### config.mk
export PLATFORM = sky130hd
export DESIGN_NAME = kersram_r
export DESIGN_NICKNAME = d
export VERILOG_FILES = /design/src/rtl/kersram_r.sv
export SDC_FILE = /design/constraint.sdc
export NUM_CORES = 2
export LEC_CHECK = 0
export ABC_AREA = 0
export CAP_MARGIN = 20
export CORE_AREA = 5 5 445 447
export DETAILED_ROUTE_END_ITERATION = 8
export DIE_AREA = 0 0 450 452
export HOLD_SLACK_MARGIN = 0.12
export PLACE_DENSITY = 0.5
export SKIP_LAST_GASP = 1
export SLEW_MARGIN = 20
export SYNTH_ARGS = -nofsm -noshare
export SYNTH_HDL_FRONTEND = slang
export SYNTH_SLANG_ARGS = --single-unit
### constraint.sdc
create_clock -name clk -period 6.9 [get_ports clk]
set_input_delay 0.69 -clock clk [delete_from_list [all_inputs] [get_ports clk]]
set_output_delay 0.69 -clock clk [all_outputs]
set_load 0.03 [all_outputs]
### src/rtl/kersram_r.sv
`default_nettype none
// ============================================================================
// Module   : kersram_r
// Purpose  : Kernel SRAM read sequencer. Reads eight kernel SRAM banks in
//            lock-step and streams 8x64-bit slices over valid/ready, replaying
//            the kernel a programmable number of passes.
// Revision : 1.0 - initial release
// ============================================================================
module kersram_r #(
    parameter int ADDR_CNT_BITS = 10,
    parameter int KER_ST_LENGTH = 288,
    parameter int REPEAT_BITS   = 8
) (
    input  logic                     clk,
    input  logic                     reset,
    input  logic                     start_ker_read,
    input  logic [REPEAT_BITS-1:0]   ker_repeat_num,
    output logic                     ker_read_busy,
    output logic                     ker_read_done,
    output logic                     cen_kersr_0,
    output logic                     cen_kersr_1,
    output logic                     cen_kersr_2,
    output logic                     cen_kersr_3,
    output logic                     cen_kersr_4,
    output logic                     cen_kersr_5,
    output logic                     cen_kersr_6,
    output logic                     cen_kersr_7,
    output logic                     wen_kersr_0,
    output logic                     wen_kersr_1,
    output logic                     wen_kersr_2,
    output logic                     wen_kersr_3,
    output logic                     wen_kersr_4,
    output logic                     wen_kersr_5,
    output logic                     wen_kersr_6,
    output logic                     wen_kersr_7,
    output logic [ADDR_CNT_BITS-1:0] addr_kersr_0,
    output logic [ADDR_CNT_BITS-1:0] addr_kersr_1,
    output logic [ADDR_CNT_BITS-1:0] addr_kersr_2,
    output logic [ADDR_CNT_BITS-1:0] addr_kersr_3,
    output logic [ADDR_CNT_BITS-1:0] addr_kersr_4,
    output logic [ADDR_CNT_BITS-1:0] addr_kersr_5,
    output logic [ADDR_CNT_BITS-1:0] addr_kersr_6,
    output logic [ADDR_CNT_BITS-1:0] addr_kersr_7,
    input  logic [63:0]              dout_kersr_0,
    input  logic [63:0]              dout_kersr_1,
    input  logic [63:0]              dout_kersr_2,
    input  logic [63:0]              dout_kersr_3,
    input  logic [63:0]              dout_kersr_4,
    input  logic [63:0]              dout_kersr_5,
    input  logic [63:0]              dout_kersr_6,
    input  logic [63:0]              dout_kersr_7,
    output logic [63:0]              ker_data_0,
    output logic [63:0]              ker_data_1,
    output logic [63:0]              ker_data_2,
    output logic [63:0]              ker_data_3,
    output logic [63:0]              ker_data_4,
    output logic [63:0]              ker_data_5,
    output logic [63:0]              ker_data_6,
    output logic [63:0]              ker_data_7,
    output logic                     ker_data_valid,
    input  logic                     ker_data_ready
);

    typedef enum logic [1:0] {
        S_IDLE  = 2'd0,
        S_READ  = 2'd1,
        S_DRAIN = 2'd2,
        S_DONE  = 2'd3
    } state_t;

    localparam logic [ADDR_CNT_BITS-1:0] LAST_ADDR = ADDR_CNT_BITS'(KER_ST_LENGTH - 1);

    state_t                   state;
    logic [ADDR_CNT_BITS-1:0] addr_cnt;
    logic [ADDR_CNT_BITS-1:0] addr_hold;
    logic [REPEAT_BITS-1:0]   pass_cnt;
    logic [REPEAT_BITS-1:0]   pass_tot;
    logic                     inflight;
    logic [1:0]               occ;
    logic [511:0]             head;
    logic [511:0]             tail;
    logic [511:0]             rd_word;
    logic [2:0]               pending;
    logic                     pop;
    logic                     issue;
    logic                     last_issue;
    logic                     start_acc;

    // All eight banks are read together; bank k occupies bits [64k+63:64k].
    assign rd_word = {dout_kersr_7, dout_kersr_6, dout_kersr_5, dout_kersr_4,
                      dout_kersr_3, dout_kersr_2, dout_kersr_1, dout_kersr_0};

    assign start_acc  = (state == S_IDLE) && start_ker_read;
    assign pop        = ker_data_valid & ker_data_ready;
    // Entries that will be held after this cycle if no new read is issued.
    assign pending    = {1'b0, occ} + {2'b00, inflight} - {2'b00, pop};
    assign issue      = (state == S_READ) && (pending < 3'd2);
    assign last_issue = issue && (addr_cnt == LAST_ADDR)
                        && (pass_cnt == pass_tot - REPEAT_BITS'(1));

    assign cen_kersr_0 = ~issue;
    assign cen_kersr_1 = ~issue;
    assign cen_kersr_2 = ~issue;
    assign cen_kersr_3 = ~issue;
    assign cen_kersr_4 = ~issue;
    assign cen_kersr_5 = ~issue;
    assign cen_kersr_6 = ~issue;
    assign cen_kersr_7 = ~issue;

    assign wen_kersr_0 = 1'b1;
    assign wen_kersr_1 = 1'b1;
    assign wen_kersr_2 = 1'b1;
    assign wen_kersr_3 = 1'b1;
    assign wen_kersr_4 = 1'b1;
    assign wen_kersr_5 = 1'b1;
    assign wen_kersr_6 = 1'b1;
    assign wen_kersr_7 = 1'b1;

    // Address shows the live counter while issuing and the last issued value otherwise.
    logic [ADDR_CNT_BITS-1:0] addr_out;
    assign addr_out     = issue ? addr_cnt : addr_hold;
    assign addr_kersr_0 = addr_out;
    assign addr_kersr_1 = addr_out;
    assign addr_kersr_2 = addr_out;
    assign addr_kersr_3 = addr_out;
    assign addr_kersr_4 = addr_out;
    assign addr_kersr_5 = addr_out;
    assign addr_kersr_6 = addr_out;
    assign addr_kersr_7 = addr_out;

    assign ker_data_valid = (occ != 2'd0);
    assign ker_data_0     = head[ 63:  0];
    assign ker_data_1     = head[127: 64];
    assign ker_data_2     = head[191:128];
    assign ker_data_3     = head[255:192];
    assign ker_data_4     = head[319:256];
    assign ker_data_5     = head[383:320];
    assign ker_data_6     = head[447:384];
    assign ker_data_7     = head[511:448];

    // Control FSM with registered busy/done flags.
    always_ff @(posedge clk or negedge reset) begin
        if (!reset) begin
            state         <= S_IDLE;
            pass_tot      <= '0;
            ker_read_busy <= 1'b0;
            ker_read_done <= 1'b0;
        end else begin
            ker_read_done <= 1'b0;
            case (state)
                S_IDLE: begin
                    if (start_ker_read) begin
                        pass_tot      <= (ker_repeat_num == '0) ? REPEAT_BITS'(1) : ker_repeat_num;
                        state         <= S_READ;
                        ker_read_busy <= 1'b1;
                    end
                end
                S_READ: begin
                    if (last_issue) begin
                        state <= S_DRAIN;
                    end
                end
                S_DRAIN: begin
                    // Leave once the final beat is being (or has been) handed off.
                    if (!inflight && ((occ == 2'd0) || ((occ == 2'd1) && pop))) begin
                        state         <= S_DONE;
                        ker_read_busy <= 1'b0;
                        ker_read_done <= 1'b1;
                    end
                end
                S_DONE: begin
                    state <= S_IDLE;
                end
                default: begin
                    state         <= S_IDLE;
                    ker_read_busy <= 1'b0;
                end
            endcase
        end
    end

    // Address and pass counters advance on each issued read.
    always_ff @(posedge clk or negedge reset) begin
        if (!reset) begin
            addr_cnt  <= '0;
            addr_hold <= '0;
            pass_cnt  <= '0;
        end else if (start_acc) begin
            addr_cnt <= '0;
            pass_cnt <= '0;
        end else if (issue) begin
            addr_hold <= addr_cnt;
            if (addr_cnt == LAST_ADDR) begin
                addr_cnt <= '0;
                pass_cnt <= pass_cnt + REPEAT_BITS'(1);
            end else begin
                addr_cnt <= addr_cnt + ADDR_CNT_BITS'(1);
            end
        end
    end

    // Two-entry output FIFO: capture SRAM data the cycle after an issue, pop on handshake.
    always_ff @(posedge clk or negedge reset) begin
        if (!reset) begin
            inflight <= 1'b0;
            occ      <= 2'd0;
            head     <= '0;
            tail     <= '0;
        end else begin
            inflight <= issue;
            if (start_acc) begin
                occ <= 2'd0;
            end else begin
                case ({inflight, pop})
                    2'b11: begin
                        if (occ == 2'd2) begin
                            head <= tail;
                            tail <= rd_word;
                        end else begin
                            head <= rd_word;
                        end
                    end
                    2'b01: begin
                        head <= tail;
                        occ  <= occ - 2'd1;
                    end
                    2'b10: begin
                        if (occ == 2'd0) begin
                            head <= rd_word;
                        end else begin
                            tail <= rd_word;
                        end
                        occ <= occ + 2'd1;
                    end
                    default: begin
                    end
                endcase
            end
        end
    end

endmodule
`default_nettype wire

-- After elaboration in Yosys (flattened, before gate mapping)
Index checks and enable logic that the tools add are counted.
- register bits after elaboration: 1067
- input bits: 524
- output and inout bits: 611
- logic and storage cells: 87
- add/subtract/negate cells: 7
- order comparisons: 1
- equality and inequality tests: 16
- multiplexer cells: 25
- bitwise gates (word level): 3
- reductions and logical operators: 24
- operators with widths (cell ; count):
    $mux W512 ; 4
    $pmux W512 S3 ; 1
    $pmux W512 S2 ; 1
    $mux W10 ; 4
    $mux W8 ; 4
    $ne A2 B2 Y1 const B ; 6
    $add A10 B1 Y10 const B ; 1
    $eq A10 B9 Y1 const B ; 1
    $eq A2 B2 Y1 const B ; 5
    $reduce_bool A2 Y1 ; 5
    $reduce_and A3 Y1 ; 3
    $add A8 B1 Y8 const B ; 1
    $eq A8 B8 Y1 ; 1
    $logic_not A8 Y1 ; 1
    $mux W2 ; 4
    $pmux W2 S4 ; 1
    $sub A8 B1 Y8 const B ; 1
    $eq A2 B1 Y1 const B ; 3
    $logic_and A1 B1 Y1 ; 6
    $reduce_bool A3 Y1 ; 2
    $logic_not A2 Y1 ; 2
    $mux W1 ; 4
    $pmux W2 S2 ; 1
    $reduce_and A2 Y1 ; 2
    other kinds (11) ; 12

-- Logic depth before layout (Yosys ltp)
- word-level depth: 9
- gate-level depth with buffers: 15
- depth with buffers taken out: 13

-- Worst setup path before layout
OpenSTA, ideal clock, no wires.
- path kind: flip-flop to output port
- start: register occ[1]
- end: output port addr_kersr_1[0]
- arrival time: 3.277 ns
- required time: 6.210 ns
- slack: 2.933 ns
- cell stages (with the launch flop): 14
- path buffers: 4
- cell sequence: dfrtp_1 > inv_1 > ha_1 > nand2b_1 > buf_2 > xnor2_1 > nand2_1 > fa_1 > xor2_1 > or2_1 > clkbuf_1 > buf_2 > mux2_2 > buf_4
- word-level cells in the longest chain between the ends: 6
- elaborated cells on any way between the ends: 7
- those cells by class: 2 x add/sub; 1 x order compare; 1 x mux; 1 x bitwise; 2 x reduce/logical
- ends and longest elaborated chain (item ; RTL line ; RTL):
    from (decl) ; 79 ; logic [1:0] occ;
    from (signal assigned) ; 225 ; occ <= occ - 2'd1;
    from (signal assigned) ; 233 ; occ <= occ + 2'd1;
    parallel branches: the longest is 2 deep, another holds $add A2 B1 Y3 ; n/a ;
    $sub A3 B1 Y3 * ; 96 ; assign pending = {1'b0, occ} + {2'b00, inflight} - {2'b00, pop};
    $lt A3 B2 Y1 * ; 97 ; assign issue = (state == S_READ) && (pending < 3'd2);
    $logic_and A1 B1 Y1 * ; 97 ;
    $mux W10 * ; n/a ;
    to (decl) ; 37 ; output logic [ADDR_CNT_BITS-1:0] addr_kersr_1,
Mark *: on every way between the ends.

-- Worst setup path in the final report
- start: register occ[1]
- end: output port addr_kersr_4[6]
- word-level cells in the longest chain between the ends: 6
- elaborated cells on any way between the ends: 7
- those cells by class: 2 x add/sub; 1 x order compare; 1 x mux; 1 x bitwise; 2 x reduce/logical
- ends and longest elaborated chain (item ; RTL line ; RTL):
    parallel branches: the longest is 2 deep, another holds $add A2 B1 Y3 ; n/a ;
    $sub A3 B1 Y3 * ; 96 ;
    $lt A3 B2 Y1 * ; 97 ;
    $logic_and A1 B1 Y1 * ; 97 ;
    $mux W10 * ; n/a ;
    to (decl) ; 40 ; output logic [ADDR_CNT_BITS-1:0] addr_kersr_4,
Marked as above.

==> metrics.txt <==
Post-CTS Resized 0; NetSw between 15,000 and 20,000 µW; CTS tree built; CTS root buffer clkbuf_16; Ys Warns 0; top-count cell post-synth dfrtp_1; setup bufs post-CTS 0; worst slew pin tran roughly 1100 ps; startpoint types flip-flop; initial antenna violation count 60; final setup vio count 0; Fin Clk Skew about 19 ps; WHS Path Cells 1; mapped cell area 45,100 µm²; Internal Power 20,800 µW; Post-synth EDFFs 0; unrepaired setup endpoints after global routing false; share of async-settable or async-resettable flops after synthesis 100%; Design Area, Final 62,700 µm²; row cnt 162; Final Wtd Congestion roughly 0.84; Hold Crit Class reg2reg; final-report hold violation count 0; post-layout min period between 5000 and 6000 ps; CP endpoint kind primary output; die width 450 µm; Max Root-Sink Buffers 3; data arrival time of the worst path 4950 ps; antenna viol nets, final 0; Worst-Skew Late Latency 760 ps; Die H 452 µm; H-tree depth 4; total detailed-routing wirelength around 170,000 µm; ratio of cells with drive above 1 in the final layout between 10% and 20%; top-area cell type share of the netlist area slightly below 60%; first-pass GRT wire length approximately 250,000 µm; Port Buffers 1,126; fin. max-slew vios 0; dominant synthesized flop cell dfrtp_1; Fillers 19,652; GRT Util Overall 16.2%; status finished, final reports clean; Comb pwr share 49.2%; register bit total from synthesis 1,067; vias in the first global route 34,319; vias roughly 35,000; area grow syn2layout 38.9%; Syn Inst Count 4,216; CORE AREA about 190,000 µm²; Netlist cell types 53; Initial Util between 20% and 30%; Reg power frac between 30% and 40%; Routed met2 length between 80,000 and 90,000 µm; clock share of power roughly a fifth; Peak VDD IR 0.000408 V; metal3 WL between 10,000 and 15,000 µm; largest area contributor in the netlist dfrtp_1; DIE AREA 203,000 µm²; slew margin rel. around 29%; CTS Buf Count approximately 130; Final period util between 80% and 90%; Worst Path Max Fanout 21; GRT Residual Overflow 0; Post-DP HPWL approximately 120,000 µm; Final Net Count 5,698; crit path kind reg2out; CTS sink cnt between 1,000 and 1,500; CP required roughly 6200 ps; M1 WL between 70,000 and 80,000 µm; Reg2Reg Depth 13; io pins ~1,100; FF+latch area 26,700 µm²; max layer used met5; synthesized area per cell roughly 11 µm²; Fmax 0.177 GHz; mean routed wirelength per cell about 22 µm; Post-synth top cells 1,067 x dfrtp_1, 1,059 x nand2_1, 534 x nor2_1; power density cells 577 nW/µm²; clock-pin slew on the worst setup and hold paths about 50 ps; setup TNS 0 ps; largest cells by area after synthesis dfrtp_1 59%, mux2_2 13%, nand2_1 8.8%; Remaining DRCs 0; vias per inst ~4.5; TritonRoute pass-1 iters 7; Seq/Total Area, Yosys about three fifths; multi-input logic area approximately 16,000 µm²; Initial DRC Count ~2,400; leakage roughly 0.026 µW; Switching Fraction a little over two fifths; max-cap violations 0; Placement Cell Area between 50,000 and 60,000 µm²; Hold WS approximately 500 ps; largest net degree at the start of global routing approximately 160
layer usage:
metal | GRT usage (%) | vias up
li1 | - | 16142
met3 | 6.29 | 271
met1 | 19.8 | 17564
met4 | 5.06 | 12
met2 | 26.4 | 989
met5 | 0 | -
worst max-delay path, stage by stage, from the launching register on:
cell	delay [ps]
dfrtp_1	440
inv_1	110
ha_1	240
nand2b_1	390
xnor2_1	330
nand2_1	100
fa_1	380
xor2_1	230
or2_1	750
mux2_2	470
clkdlybuf4s50_1	730
sequential cells by signal (all words and copies together), names as in the netlist:
signal and count:
head 512, tail 512, addr_cnt 10, addr_hold 10
pass_cnt 8, pass_tot 8, occ 2, state 2
inflight 1, ker_read_busy 1, ker_read_done 1
final timing paths:
kind                       slack, ps  startpoint              end
setup / recovery                1260      occ[1]  addr_kersr_4[6]
hold / removal                   500    tail[48]         tail[48]
setup reg to reg                2860      occ[1]         state[1]
hold reg to reg                  500    tail[48]         tail[48]
max in group asynchronous       4770       reset        head[124]
min in group asynchronous        550       reset        tail[487]
cell families (layout without fill, tap and decap cells):
group                      count (synthesis)  count (layout)  synth area share, %
AOI/OAI and AO/OA                        547             547                 7.61
adders and majority gates                 10              10                0.294
buffers and inverters                    395            1436                 5.18
xor gates and xnor gates                  24              24                0.466
other                                      1              29              0.00831
and+or+nand+nor                         1637            1637                 13.9
muxes                                    535             535                 13.3
DFF                                     1067            1067                 59.1
power groups by stage:
| stage | clock network, µW | registers (µW) | logic (µW) |
|---|---|---|---|
| after floorplan | 0 | 13900 | 8480 |
| after global placement | 0 | 11200 | 17900 |
| after detailed placement | 0 | 11300 | 18100 |
| after CTS | 7370 | 11300 | 18100 |
| after global routing | 7620 | 11600 | 19200 |
| final | 7120 | 11200 | 17800 |
final cells by class:
cell class | count | area share, %
flip-flops and latches | 1067 | 42.6
multi-input cells | 2761 | 25.8
repair buffers | 1186 | 19.3
clock buffers | 196 | 6.32
well taps | 2542 | 5.07
clock inverters | 38 | 0.784
inverters | 16 | 0.0958
diodes | 21 | 0.0838
per-stage QoR:
stage	utilization [%]	cells	power (µW)	setup slack [ps]
floorplan	-	4223	22400	2930
global placement	30.0	7571	29100	1720
detailed placement	30.0	7571	29400	1740
CTS	32.3	7806	36700	1150
global route	32.3	7820	38400	886
finish	32.3	7827	36200	1260
timing repair:
item / 4_1_cts / 5_1_grt
hold buffers: 1 / 0
hold endpoints to repair: 71 / 0
setup endpoints to repair: 0 / 0
cells in the final DEF (no fill, tap or decap), types with 3 or more instances in the layout:
master	instances
and2_1	3
ha_1	9
a211oi_1	4
o21ai_0	8
nor4_1	3
nand4_1	7
xor2_1	16
clkinv_2	13
clkbuf_1	29
nand2_1	1059
nor3_1	4
nand2b_1	6
a31oi_1	513
o31ai_1	3
nor2_1	534
clkinvlp_4	5
buf_12	28
mux2_2	532
clkbuf_16	138
diode_2	21
clkinv_4	3
dfrtp_1	1067
inv_1	15
clkdlybuf4s50_1	1125
a21oi_1	8
or3_1	3
inv_6	6
xnor2_1	8
buf_4	31
clkbuf_8	29
bufinv_16	8
conb_1	8
nand3_1	5
No activity file was read; power rests on OpenSTA's default activity.
